<file path="src/rtl/cordic_phase_gen.sv">
// Phase-accumulator NCO feeding the 8-bit CORDIC core: folds each phase into [-pi/2, pi/2],
// scales it to a Q2.6 radian angle, and delays the cosine-negate flag to match the core latency.
module cordic_phase_gen #(
   parameter int CORDIC_LAT = 14
) (
   input  logic              clk,
   input  logic              rst,
   input  logic              en,
   input  logic              fcw_load,
   input  logic [15:0]       fcw_in,
   output logic signed [7:0] angle,
   output logic              angle_valid,
   output logic              res_valid,
   output logic              res_cos_neg
);

   logic        [15:0]           r_phase_p0;
   logic        [15:0]           r_fcw;
   logic signed [7:0]            r_angle_p1;
   logic                         r_vld_p1;
   logic                         r_neg_p1;
   logic        [CORDIC_LAT-1:0] r_dly_vld;
   logic        [CORDIC_LAT-1:0] r_dly_neg;
   logic signed [16:0]           w_s;
   logic signed [16:0]           w_fold;
   logic                         w_neg;

   // Radians = s' * 2*pi / 2^16, expressed in Q2.6 with round-half-up.
   function automatic logic signed [7:0] scale_rnd(input logic signed [16:0] s);
      logic signed [31:0] prod;
      prod = s * 32'sd25736;
      prod = prod + 32'sd2097152;
      return 8'(prod >>> 22);
   endfunction

   // Mirror phases beyond +/-quarter turn back into range; the mirrored half needs cos negated.
   always_comb begin
      w_s    = signed'({r_phase_p0[15], r_phase_p0});
      w_fold = w_s;
      w_neg  = 1'b0;
      if (w_s > 17'sd16384) begin
         w_fold = 17'sd32768 - w_s;
         w_neg  = 1'b1;
      end else if (w_s < -17'sd16384) begin
         w_fold = -17'sd32768 - w_s;
         w_neg  = 1'b1;
      end
   end

   // p0: phase accumulator and frequency word
   always_ff @(posedge clk) begin
      if (rst) begin
         r_phase_p0 <= '0;
         r_fcw      <= '0;
      end else begin
         if (en)
            r_phase_p0 <= r_phase_p0 + r_fcw;
         if (fcw_load)
            r_fcw <= fcw_in;
      end
   end

   // p1: folded and scaled angle, registered from the pre-increment phase
   always_ff @(posedge clk) begin
      if (rst) begin
         r_angle_p1 <= '0;
         r_neg_p1   <= 1'b0;
         r_vld_p1   <= 1'b0;
      end else begin
         r_vld_p1 <= en;
         if (en) begin
            r_angle_p1 <= scale_rnd(w_fold);
            r_neg_p1   <= w_neg;
         end
      end
   end

   // Flag delay line: shifts every cycle so en bubbles travel intact to the core output.
   always_ff @(posedge clk) begin
      if (rst) begin
         r_dly_vld <= '0;
         r_dly_neg <= '0;
      end else begin
         r_dly_vld[0] <= r_vld_p1;
         r_dly_neg[0] <= r_neg_p1;
         for (int k = 1; k < CORDIC_LAT; k++) begin
            r_dly_vld[k] <= r_dly_vld[k-1];
            r_dly_neg[k] <= r_dly_neg[k-1];
         end
      end
   end

   assign angle       = r_angle_p1;
   assign angle_valid = r_vld_p1;
   assign res_valid   = r_dly_vld[CORDIC_LAT-1];
   assign res_cos_neg = r_dly_neg[CORDIC_LAT-1];

endmodule

</file>
<file path="config.mk">
export PLATFORM = sky130hd
export DESIGN_NAME = cordic_phase_gen
export DESIGN_NICKNAME = d
export VERILOG_FILES = /design/src/rtl/cordic_phase_gen.sv
export SDC_FILE = /design/constraint.sdc
export NUM_CORES = 1
export LEC_CHECK = 0
export BUFFER_PORTS_ARGS = -buffer_cell sky130_fd_sc_hd__buf_2
export CORE_MARGIN = 2
export CORE_UTILIZATION = 45
export DETAILED_ROUTE_END_ITERATION = 8
export GPL_TIMING_DRIVEN = 0
export SYNTH_ARGS = -nofsm -noshare
export SYNTH_HDL_FRONTEND = slang
export SYNTH_SLANG_ARGS = --single-unit
</file>
<file path="constraint.sdc">
create_clock -name clk -period 8 [get_ports clk]
set_input_delay 0.8 -clock clk [delete_from_list [all_inputs] [get_ports clk]]
set_output_delay 0.8 -clock clk [all_outputs]
set_load 0.02 [all_outputs]
</file>
==> reports/results.tsv, run 1 <==
stage	metric	value	unit
cts	clk_lat worst skew	340	ps
power_and_ir_drop	clock network fraction of design power	23.1	%
synthesis	yosys warns	0	
power_and_ir_drop	net switching power	0.7151	mW
critical_path	WP data required	8250	ps
sta	Max transition margin	45.37	%
die	Rows	42	
cells_and_area	final core utilization	52.49	%
global_routing	Overflow after GRT	0	
sta	RSZ-0062 raised after global routing	no	
placement	HPWL after DPL	10250	um
cells_and_area	Design Area, Final	0.006952	mm2
critical_path	data arrival time of the critical path	7890	ps
cts	Clock Sinks	70	
cells_and_area	Layout Nets	866	
sta	f_max	130.7	MHz
sta	worst-margin pin slew	798.8	ps
global_routing	vias in the first global route	4731	
cells_and_area	Diodes inserted	0	
routing	DR iter-0 viols	240	
critical_path	Critical Setup Path Class	flip-flop to flip-flop	
cts	CTS H-tree depth	3	
routing	via count	4636	
global_routing	GRT Overall Usage	18.94	%
critical_path	r2r startpoint	r_phase_p0[2]	
power_and_ir_drop	P_int	1.030	mW
placement	post-place instance area	0.006472	mm2
global_routing	global-route met2 utilization	31.92	%
die	DIE HEIGHT	120.5	um
synthesis	Synth area leaders	dfxtp_1 (23%), ha_1 (17%), fa_1 (13%), inv_1 (6.1%), mux2i_1 (5.6%)	
global_routing	GR Util met3	3.962	%
power_and_ir_drop	combinational share of power	54.5	%
cells_and_area	Filler cells	1258	
synthesis	Synthesized Nets	818	
routing	WL final	12710	um
synthesis	post-synth top area cell	dfxtp_1	
sta	setup TNS	0	ps
critical_path	Critical-path top delay cell	or4_4	
worst_hold_path	hold path depth	1	
synthesis	Yosys reg bits	70	
routing	post-route ant nets	0	
sta	Fin Hold WS	423.6	ps
global_routing	gr busiest metal	met2	
sta	Fin Clk Skew	6.374	ps
synthesis	sequential element share of the synthesized area	22.95	%
worst_hold_path	Hold Crit Class	flip-flop to flip-flop	
synthesis	most common cell in the netlist	inv_1	
global_routing	first-pass GRT wire length	21940	um
run_status	status	completed	
global_routing	initial antenna violation count	0	
cts	clk buf depth	2	
critical_path	Startpoint Class	flip-flop	
placement	port bufs	29	
die	core box area	0.01324	mm2
synthesis	post-synthesis async set-or-reset flop share	0	%
critical_path	reg-to-reg setup timing slack	350	ps
die	die area	0.01452	mm2
global_routing	largest net degree at the start of global routing	20	
power_and_ir_drop	VDD IR max	0.0001706	V
synthesis	top cells by count, synth	inv_1 (100), ha_1 (85), dfxtp_1 (70)	
synthesis	Post-synth EDFFs	0	
sta	# setup viols final	0	
synthesis	syn avg cell area	9.061	um2
power_and_ir_drop	sequential power share	22.4	%
critical_path	slowest stage delay, CP	540	ps
cts	CTS tree	yes	
synthesis	Main synth FF type	dfxtp_1	
die	starting density of the core	46.12	%
worst_hold_path	hold path start	r_dly_vld[2]	
sta	fin crit share	95.61	%
routing	drt via density	5.140	
cts	Reg clk slew, reported paths	60	ps
power_and_ir_drop	static leakage	3.258	nW
die	IO Pins	31	
synthesis	synthesized area	0.006107	mm2
synthesis	Yosys cell types	63	
power_and_ir_drop	sw frac	40.98	%
worst_hold_path	Hold Path Sink	r_dly_vld[3]	
critical_path	worst-case reg-to-reg path depth	27	
cts	CTS buffer count	9	
power_and_ir_drop	total design power	1.745	mW
global_routing	M1 GR Usage	23.21	%
cells_and_area	layout cells sized above 1	12.26	%
power_and_ir_drop	Pwr Density	251.0	mW/mm2
sta	fin crit period	7649	ps
cts	Root Driver	clkbuf_16	
synthesis	synthesized netlist cell count	674	
die	Die W	120.5	um
cells_and_area	register area	0.001401	mm2
critical_path	Max FO, Critical Path	7	
cells_and_area	Area growth syn-to-layout	13.83	%
critical_path	worst r2r dst	angle[7]	
placement	gpl congestion	0.8973	
sta	Slew Viols, Final	0	
routing	WL/cell	14.09	um
cells_and_area	area occupied by multi-input gates	0.004345	mm2
synthesis	top-area cell type share of the netlist area	22.95	%
critical_path	Setup crit end kind	flip-flop	
routing	DRC viols	0	
sta	final hold violation count	0	
routing	DRT Pass-1 Iters	4	
flow_run	Max-Cap Viols	0	
==> registers in the layout, summed over array words and instances, names as in the netlist <==
| name | cells |
|---|---|
| r_fcw | 16 |
| angle | 8 |
| angle_valid | 1 |
| r_dly_vld | 14 |
| r_dly_neg | 14 |
| r_phase_p0 | 16 |
| r_neg_p1 | 1 |
==> worst max-delay path, delay by kind of cell, from the launching register on <==
kind	cells	cell delay [ps]
AO/OA/AOI/OAI	10	2170
adder cells (fa/ha/maj)	6	2380
XOR/XNOR	2	280
flip-flops	1	320
AND/OR/NAND/NOR	4	1870
buffers and inverters	5	500
==> placed cells by master, fill, tap and decap left out, types with 4 or more instances in the layout <==
cell	synthesis	routed
o21ai_1	3	5
inv_1	100	98
o31ai_1	7	7
ha_1	85	83
fa_1	39	39
and3_1	4	4
nor2_1	62	62
dfxtp_1	70	70
buf_4	0	11
nor4_1	5	4
o21ai_0	15	10
nor3_1	8	7
or3_1	6	6
a21oi_1	22	21
buf_2	3	32
mux2i_1	34	34
buf_1	4	4
or4_1	5	5
xnor2_1	34	32
nand2b_1	4	4
nand4_1	6	6
nor2b_1	33	33
nand2_1	22	22
a211oi_1	10	8
clkbuf_16	0	9
xor2_1	21	20
clkbuf_1	13	10
a21o_1	8	7
==> kinds of logic (layout without fill, tap and decap cells) <==
group           Yosys count  count (layout)  synth area share, %
simple gates            173             173                14.75
mux                      35              35                5.757
flops                    70              70                22.95
compound gates           95              95                10.78
xor+xnor                 55              55                7.888
buf+inv                 122             174                7.683
fa+ha+maj               124             124                30.20
==> through the flow <==
step | worst slack (ps) | instances
global placement | -397.2 | 879
global route | 11.54 | 902
finish | 351.1 | 902
CTS | 30.22 | 896
detailed placement | -525.0 | 879
floorplan | 464.2 | 674
==> timing repair <==
action / CTS / global route
gates cloned: 0 / 0
hold endpoints to repair: 0 / 0
setup buffers: 2 / 9
setup endpoints to repair: 4 / 4
pin swaps: 4 / 11
resized for setup: 10 / 18
hold buffers: 0 / 0
==> how the worst max path moves through the flow <==
stage                  startpoint  cells past startpoint       end  slack (ps)
floorplan           r_phase_p0[2]                     29  angle[7]         460
global placement    r_phase_p0[4]                     29  angle[7]        -400
detailed placement  r_phase_p0[4]                     29  angle[7]        -530
CTS                 r_phase_p0[4]                     27  angle[7]          30
global route        r_phase_p0[2]                     27  angle[7]          10
finish              r_phase_p0[2]                     27  angle[7]         350
==> cell type report <==
type,instances,area share [%]
flip-flops and latches,70,20.16
clock buffers,10,3.438
clock inverters,5,0.8639
inverters,101,5.454
multi-input cells,482,62.51
plain buffers,18,1.134
repair buffers,40,3.276
well taps,176,3.168
==> power groups by stage <==
stage | clock network [mW] | logic, mW | registers (mW)
floorplan | 0 | 0.685 | 0.407
global placement | 0 | 0.872 | 0.396
detailed placement | 0 | 0.888 | 0.397
CTS | 0.417 | 0.919 | 0.390
global route | 0.428 | 1.08 | 0.394
finish | 0.403 | 0.951 | 0.390
==> metal layers <==
metal	vias to the layer above	part of all wire, %
li1	2354	-
met1	2176	46
met2	78	48
met3	28	3.5
met4	0	3.0
met5	-	0
Note: power is estimated with default switching activity, not from simulation.
==> run 2, diff against run 1 <==
==> constraint.sdc (replaced) <==
create_clock -name clk -period 8.7 [get_ports clk]
set_input_delay 0.87 -clock clk [delete_from_list [all_inputs] [get_ports clk]]
set_output_delay 0.87 -clock clk [all_outputs]
set_load 0.02 [all_outputs]
==> reports/results.tsv, run 2 (synthesis gave the netlist of run 1 again) <==
stage	metric	value	unit	change
routing	WL final	12490	um	-1.7%
sta	Slew Viols, Final	0		unchanged
sta	RSZ-0062 raised after global routing	no		
power_and_ir_drop	Pwr Density	228.5	mW/mm2	-8.9%
cells_and_area	layout cells sized above 1	8.774	%	-3.5 points
routing	WL/cell	13.97	um	-0.84%
critical_path	WP data required	8940	ps	+690 ps
sta	# setup viols final	0		unchanged
critical_path	Startpoint Class	flip-flop		
worst_hold_path	Hold Crit Class	flip-flop to flip-flop		
routing	via count	4588		-1.0%
routing	DR iter-0 viols	211		-12%
cts	CTS H-tree depth	3		unchanged
placement	HPWL after DPL	10250	um	unchanged
cts	Clock Sinks	70		unchanged
power_and_ir_drop	static leakage	3.192	nW	-2.0%
cells_and_area	commonest non-fill, non-tap cell in the layout	inv_1		
sta	fin crit period	8202	ps	+553.0 ps
power_and_ir_drop	VDD IR max	0.0001563	V	-8.4%
sta	setup TNS	0	ps	unchanged
routing	post-route ant nets	0		unchanged
placement	port bufs	29		unchanged
critical_path	Critical Setup Path Class	flip-flop to flip-flop		
placement	gpl congestion	0.8973		unchanged
critical_path	Max FO, Critical Path	10		+3
routing	DRC viols	0		unchanged
die	DIE HEIGHT	120.5	um	unchanged
sta	Fin Clk Skew	6.055	ps	-0.3194 ps
sta	final hold violation count	0		unchanged
cells_and_area	final core utilization	51.23	%	-1.3 points
global_routing	vias in the first global route	4712		-0.40%
global_routing	Overflow after GRT	0		unchanged
cells_and_area	Area growth syn-to-layout	11.08	%	
global_routing	largest net degree at the start of global routing	20		unchanged
cells_and_area	Filler cells	1272		+1.1%
die	die area	0.01452	mm2	unchanged
routing	drt via density	5.132		-0.15%
cts	clk_lat worst skew	340	ps	about the same
sta	f_max	121.9	MHz	-6.7%
cells_and_area	area occupied by multi-input gates	0.004249	mm2	-2.2%
sta	worst-margin pin slew	799.6	ps	+0.7998 ps
die	Die W	120.5	um	unchanged
sta	fin crit share	94.27	%	-1.3 points
cts	CTS Hold Bufs	0		unchanged
cells_and_area	Largest regs	r_fcw (16), r_phase_p0 (16)		
global_routing	first-pass GRT wire length	21850	um	-0.38%
critical_path	slowest stage delay, CP	530	ps	about the same
cts	CTS tree	yes		
routing	DRT Pass-1 Iters	4		unchanged
placement	post-place instance area	0.006472	mm2	unchanged
global_routing	GRT Overall Usage	18.88	%	-0.062 points
cells_and_area	Design Area, Final	0.006784	mm2	-2.4%
cts	Reg clk slew, reported paths	60	ps	about the same
die	Rows	42		unchanged
die	starting density of the core	46.12	%	unchanged
cells_and_area	Diodes inserted	0		unchanged
critical_path	data arrival time of the critical path	8450	ps	+560 ps
run_status	status	completed		
cells_and_area	register area	0.001401	mm2	unchanged
global_routing	initial antenna violation count	0		unchanged
critical_path	Critical Path Most Common Cell	ha_1		
sta	Max transition margin	46.69	%	+1.3 points
cts	clk buf depth	2		unchanged
critical_path	Critical-path top delay cell	or4_4		
flow_run	Max-Cap Viols	0		unchanged
cts	Root Driver	clkbuf_16		
cells_and_area	most frequent cells in the layout	inv_1 (100), ha_1 (85), dfxtp_1 (70), nor2_1 (62), fa_1 (39)		
cells_and_area	Layout Nets	858		-0.92%
critical_path	Setup crit end kind	flip-flop		
cts	CTS buffer count	9		unchanged
die	IO Pins	31		unchanged
die	core box area	0.01324	mm2	unchanged
-- run 2: layer usage --
metal / GRT usage [%] / wire length, um / part of all wire, %
met1: 23.14 / 5795 / 46
met2: 31.78 / 5879 / 47
met3: 3.962 / 425 / 3.4
met4: 8.648 / 390 / 3.1
met5: 0 / 0 / 0
-- run 2: power by group --
part | total (mW) | leakage (nW) | internal (mW) | switching [mW]
Clock | 0.370 | 0.145 | 0.228 | 0.142
Combinational | 0.822 | 2.48 | 0.342 | 0.480
Sequential | 0.358 | 0.571 | 0.342 | 0.0158
-- run 2: per-stage QoR --
step / setup WS [ps] / power [mW] / instances / hold WS, ps
6_report: 498.1 / 1.550 / 894 / 423.9
5_1_grt: 0.3952 / 1.698 / 894 / 448.2
4_1_cts: 131.2 / 1.569 / 894 / 427.8
3_5_place_dp: 175.0 / 1.182 / 879 / 420.4
3_3_place_gp: 302.8 / 1.166 / 879 / 420.5
2_1_floorplan: 1164 / 1.004 / 674 / 413.8
-- run 2: timing repair --
item	4_1_cts	5_1_grt
setup buffers	0	0
gates resized for setup	0	4
setup endpoints to repair	0	3
-- run 2: final cells by class --
cell class	instances	share of cell area, %
multi-input combinational	482	62.63
sequential	70	20.66
inverter	101	5.588
clock buffer	10	3.523
tap	176	3.246
timing repair buffer	29	2.139
buffer	21	1.328
clock inverter	5	0.8853
-- run 2: worst max-delay path, delay by kind of cell, from the launching register on --
kind,cells,cell delay (ps)
DFF,1,310
and+or+nand+nor,5,2060
xor gates and xnor gates,2,300
buffers and inverters,6,790
adders and majority gates,7,2510
AOI/OAI and AO/OA,9,2140
-- run 2: worst paths after layout --
check	start	endpoint	slack, ps	depth (start not counted)
min	r_dly_vld[2]	r_dly_vld[3]	420	1
max	r_phase_p0[4]	angle[7]	500	29
min reg2reg	r_dly_vld[2]	r_dly_vld[3]	420	1
max reg2reg	r_phase_p0[4]	angle[7]	500	29
==> run 3, diff against run 2 <==
--- a/config.mk
+++ b/config.mk
@@ -7,7 +7,7 @@
 export LEC_CHECK = 0
 export BUFFER_PORTS_ARGS = -buffer_cell sky130_fd_sc_hd__buf_2
 export CORE_MARGIN = 2
-export CORE_UTILIZATION = 45
+export CORE_UTILIZATION = 30
 export DETAILED_ROUTE_END_ITERATION = 8
 export GPL_TIMING_DRIVEN = 0
 export SYNTH_ARGS = -nofsm -noshare
==> reports/results.tsv, run 3 (synthesis gave the netlist of run 1 again) <==
stage	metric	value	unit	change
critical_path	reg-to-reg setup timing slack	480	ps	-20 ps
placement	pre-CTS WS	137.3	ps	-37.68 ps
cts	CTS resizes	0		unchanged
critical_path	r2r startpoint	r_phase_p0[4]		
power_and_ir_drop	Pwr Density	226.1	mW/mm2	-1.0%
die	core box area	0.02010	mm2	+52%
sta	worst-margin pin slew	795.7	ps	-3.878 ps
placement	port bufs	29		unchanged
sta	Slew Viols, Final	0		unchanged
worst_hold_path	Hold Path Sink	r_dly_vld[13]		
cts	clk_lat worst skew	340	ps	about the same
run_status	status	completed		
critical_path	Setup crit end kind	flip-flop		
die	starting density of the core	30.38	%	-16 points
power_and_ir_drop	total design power	1.568	mW	+1.1%
cts	CTS tree	yes		
cells_and_area	Diodes inserted	0		unchanged
sta	# setup viols final	0		unchanged
sta	setup TNS	0	ps	unchanged
critical_path	Max FO, Critical Path	10		unchanged
global_routing	Overflow after GRT	0		unchanged
die	DIE HEIGHT	146.7	um	+22%
critical_path	worst r2r dst	angle[7]		
die	Rows	52		+24%
cts	CTS buffer count	9		unchanged
critical_path	Startpoint Class	flip-flop		
worst_hold_path	hold path start	r_dly_vld[12]		
cts	Clock Sinks	70		unchanged
placement	HPWL after DPL	10200	um	-0.46%
critical_path	Critical-path top delay cell	fa_1		
die	Die W	146.7	um	+22%
worst_hold_path	Hold Crit Class	flip-flop to flip-flop		
die	die area	0.02152	mm2	+48%
cells_and_area	commonest non-fill, non-tap cell in the layout	inv_1		
cts	Root Driver	clkbuf_16		
sta	fin crit period	8218	ps	+16.30 ps
sta	f_max	121.7	MHz	-0.20%
critical_path	data arrival time of the critical path	8450	ps	about the same
power_and_ir_drop	VDD IR max	0.0001203	V	-23%
placement	gpl congestion	0.8721		-2.8%
cts	CTS Hold Bufs	0		unchanged
routing	DR iter-0 viols	177		-16%
cts	CTS H-tree depth	3		unchanged
routing	WL/cell	12.54	um	-10%
critical_path	Critical Setup Path Class	flip-flop to flip-flop		
sta	Fin Hold WS	430.3	ps	+6.365 ps
sta	RSZ-0062 raised after global routing	no		
global_routing	largest net degree at the start of global routing	20		unchanged
sta	Max transition margin	46.95	%	+0.26 points
routing	drt via density	4.557		-11%
sta	worst setup margin	481.8	ps	-16.30 ps
sta	final hold violation count	0		unchanged
placement	Post-Place Cells	973		+11%
routing	WL final	12410	um	-0.68%
routing	post-route ant nets	0		unchanged
cells_and_area	Layout Nets	858		unchanged
global_routing	first-pass GRT wire length	21430	um	-1.9%
routing	DRT Pass-1 Iters	4		unchanged
flow_run	Max-Cap Viols	0		unchanged
routing	via count	4507		-1.8%
global_routing	vias in the first global route	4489		-4.7%
worst_hold_path	hold path depth	1		unchanged
critical_path	Critical Path Most Common Cell	ha_1		
placement	post-place instance area	0.006590	mm2	+1.8%
cells_and_area	Post-Layout Cell Count	989		+11%
cts	clk buf depth	2		unchanged
die	IO Pins	31		unchanged
cells_and_area	Filler cells	2076		+63%
cells_and_area	Largest regs	r_fcw (16), r_phase_p0 (16)		
cells_and_area	Design Area, Final	0.006932	mm2	+2.2%
critical_path	WP data required	8940	ps	about the same
power_and_ir_drop	static leakage	3.207	nW	+0.50%
cells_and_area	layout cells sized above 1	8.901	%	+0.13 points
cells_and_area	final core utilization	34.48	%	-17 points
global_routing	GRT Overall Usage	12.28	%	-6.6 points
cells_and_area	most frequent cells in the layout	inv_1 (100), ha_1 (85), dfxtp_1 (70), nor2_1 (62), fa_1 (39)		
critical_path	slowest stage delay, CP	530	ps	about the same
critical_path	worst-case reg-to-reg path depth	30		+3.4%
cts	Reg clk slew, reported paths	60	ps	about the same
cells_and_area	Area growth syn-to-layout	13.50	%	
global_routing	initial antenna violation count	0		unchanged
routing	DRC viols	0		unchanged
cts	setup repair bufs after CTS	0		unchanged
sta	fin crit share	94.46	%	+0.19 points
sta	Fin Clk Skew	7.598	ps	+1.543 ps
run 3: power by group:
group / leakage (nW) / switching [mW] / internal (mW)
combinational: 2.48 / 0.475 / 0.340
sequential: 0.571 / 0.0160 / 0.342
clock: 0.160 / 0.142 / 0.252
total: 3.21 / 0.633 / 0.935
run 3: metal layers:
| layer | GRT usage (%) | vias to the layer above | wire length [um] |
|---|---|---|---|
| met5 | 0 | - | 0 |
| met4 | 4.417 | 0 | 344 |
| li1 | - | 2342 | - |
| met3 | 2.656 | 23 | 314 |
| met2 | 20.99 | 55 | 5722 |
| met1 | 15.25 | 2087 | 6025 |
run 3: critical path, delay by kind of cell (launching register included):
kind	cells	cell delay, ps
adders and majority gates	7	2650
and+or+nand+nor	6	2190
AOI/OAI and AO/OA	9	1650
buffers and inverters	6	770
xor gates and xnor gates	2	500
DFF	1	320
run 3: cell type report:
class	count	area, um2	share of cell area, %
Multi-Input combinational cell	482	4257	61.41
Clock inverter	7	96.34	1.390
Tap cell	270	337.8	4.874
Sequential cell	70	1401	20.22
Timing Repair Buffer	29	145.1	2.094
Inverter	101	379.1	5.469
Clock buffer	9	225.2	3.249
Buffer	21	90.09	1.300
run 3: worst max-delay path by stage:
| stage | from | endpoint | slack, ps | cells after the start |
|---|---|---|---|---|
| 2_1_floorplan | r_phase_p0[2] | angle[7] | 1160 | 29 |
| 3_3_place_gp | r_phase_p0[4] | angle[7] | 160 | 29 |
| 3_5_place_dp | r_phase_p0[4] | angle[7] | 140 | 29 |
| 4_1_cts | r_phase_p0[4] | angle[7] | 70 | 29 |
| 5_1_grt | r_phase_p0[4] | angle[7] | 30 | 30 |
| 6_report | r_phase_p0[4] | angle[7] | 480 | 30 |
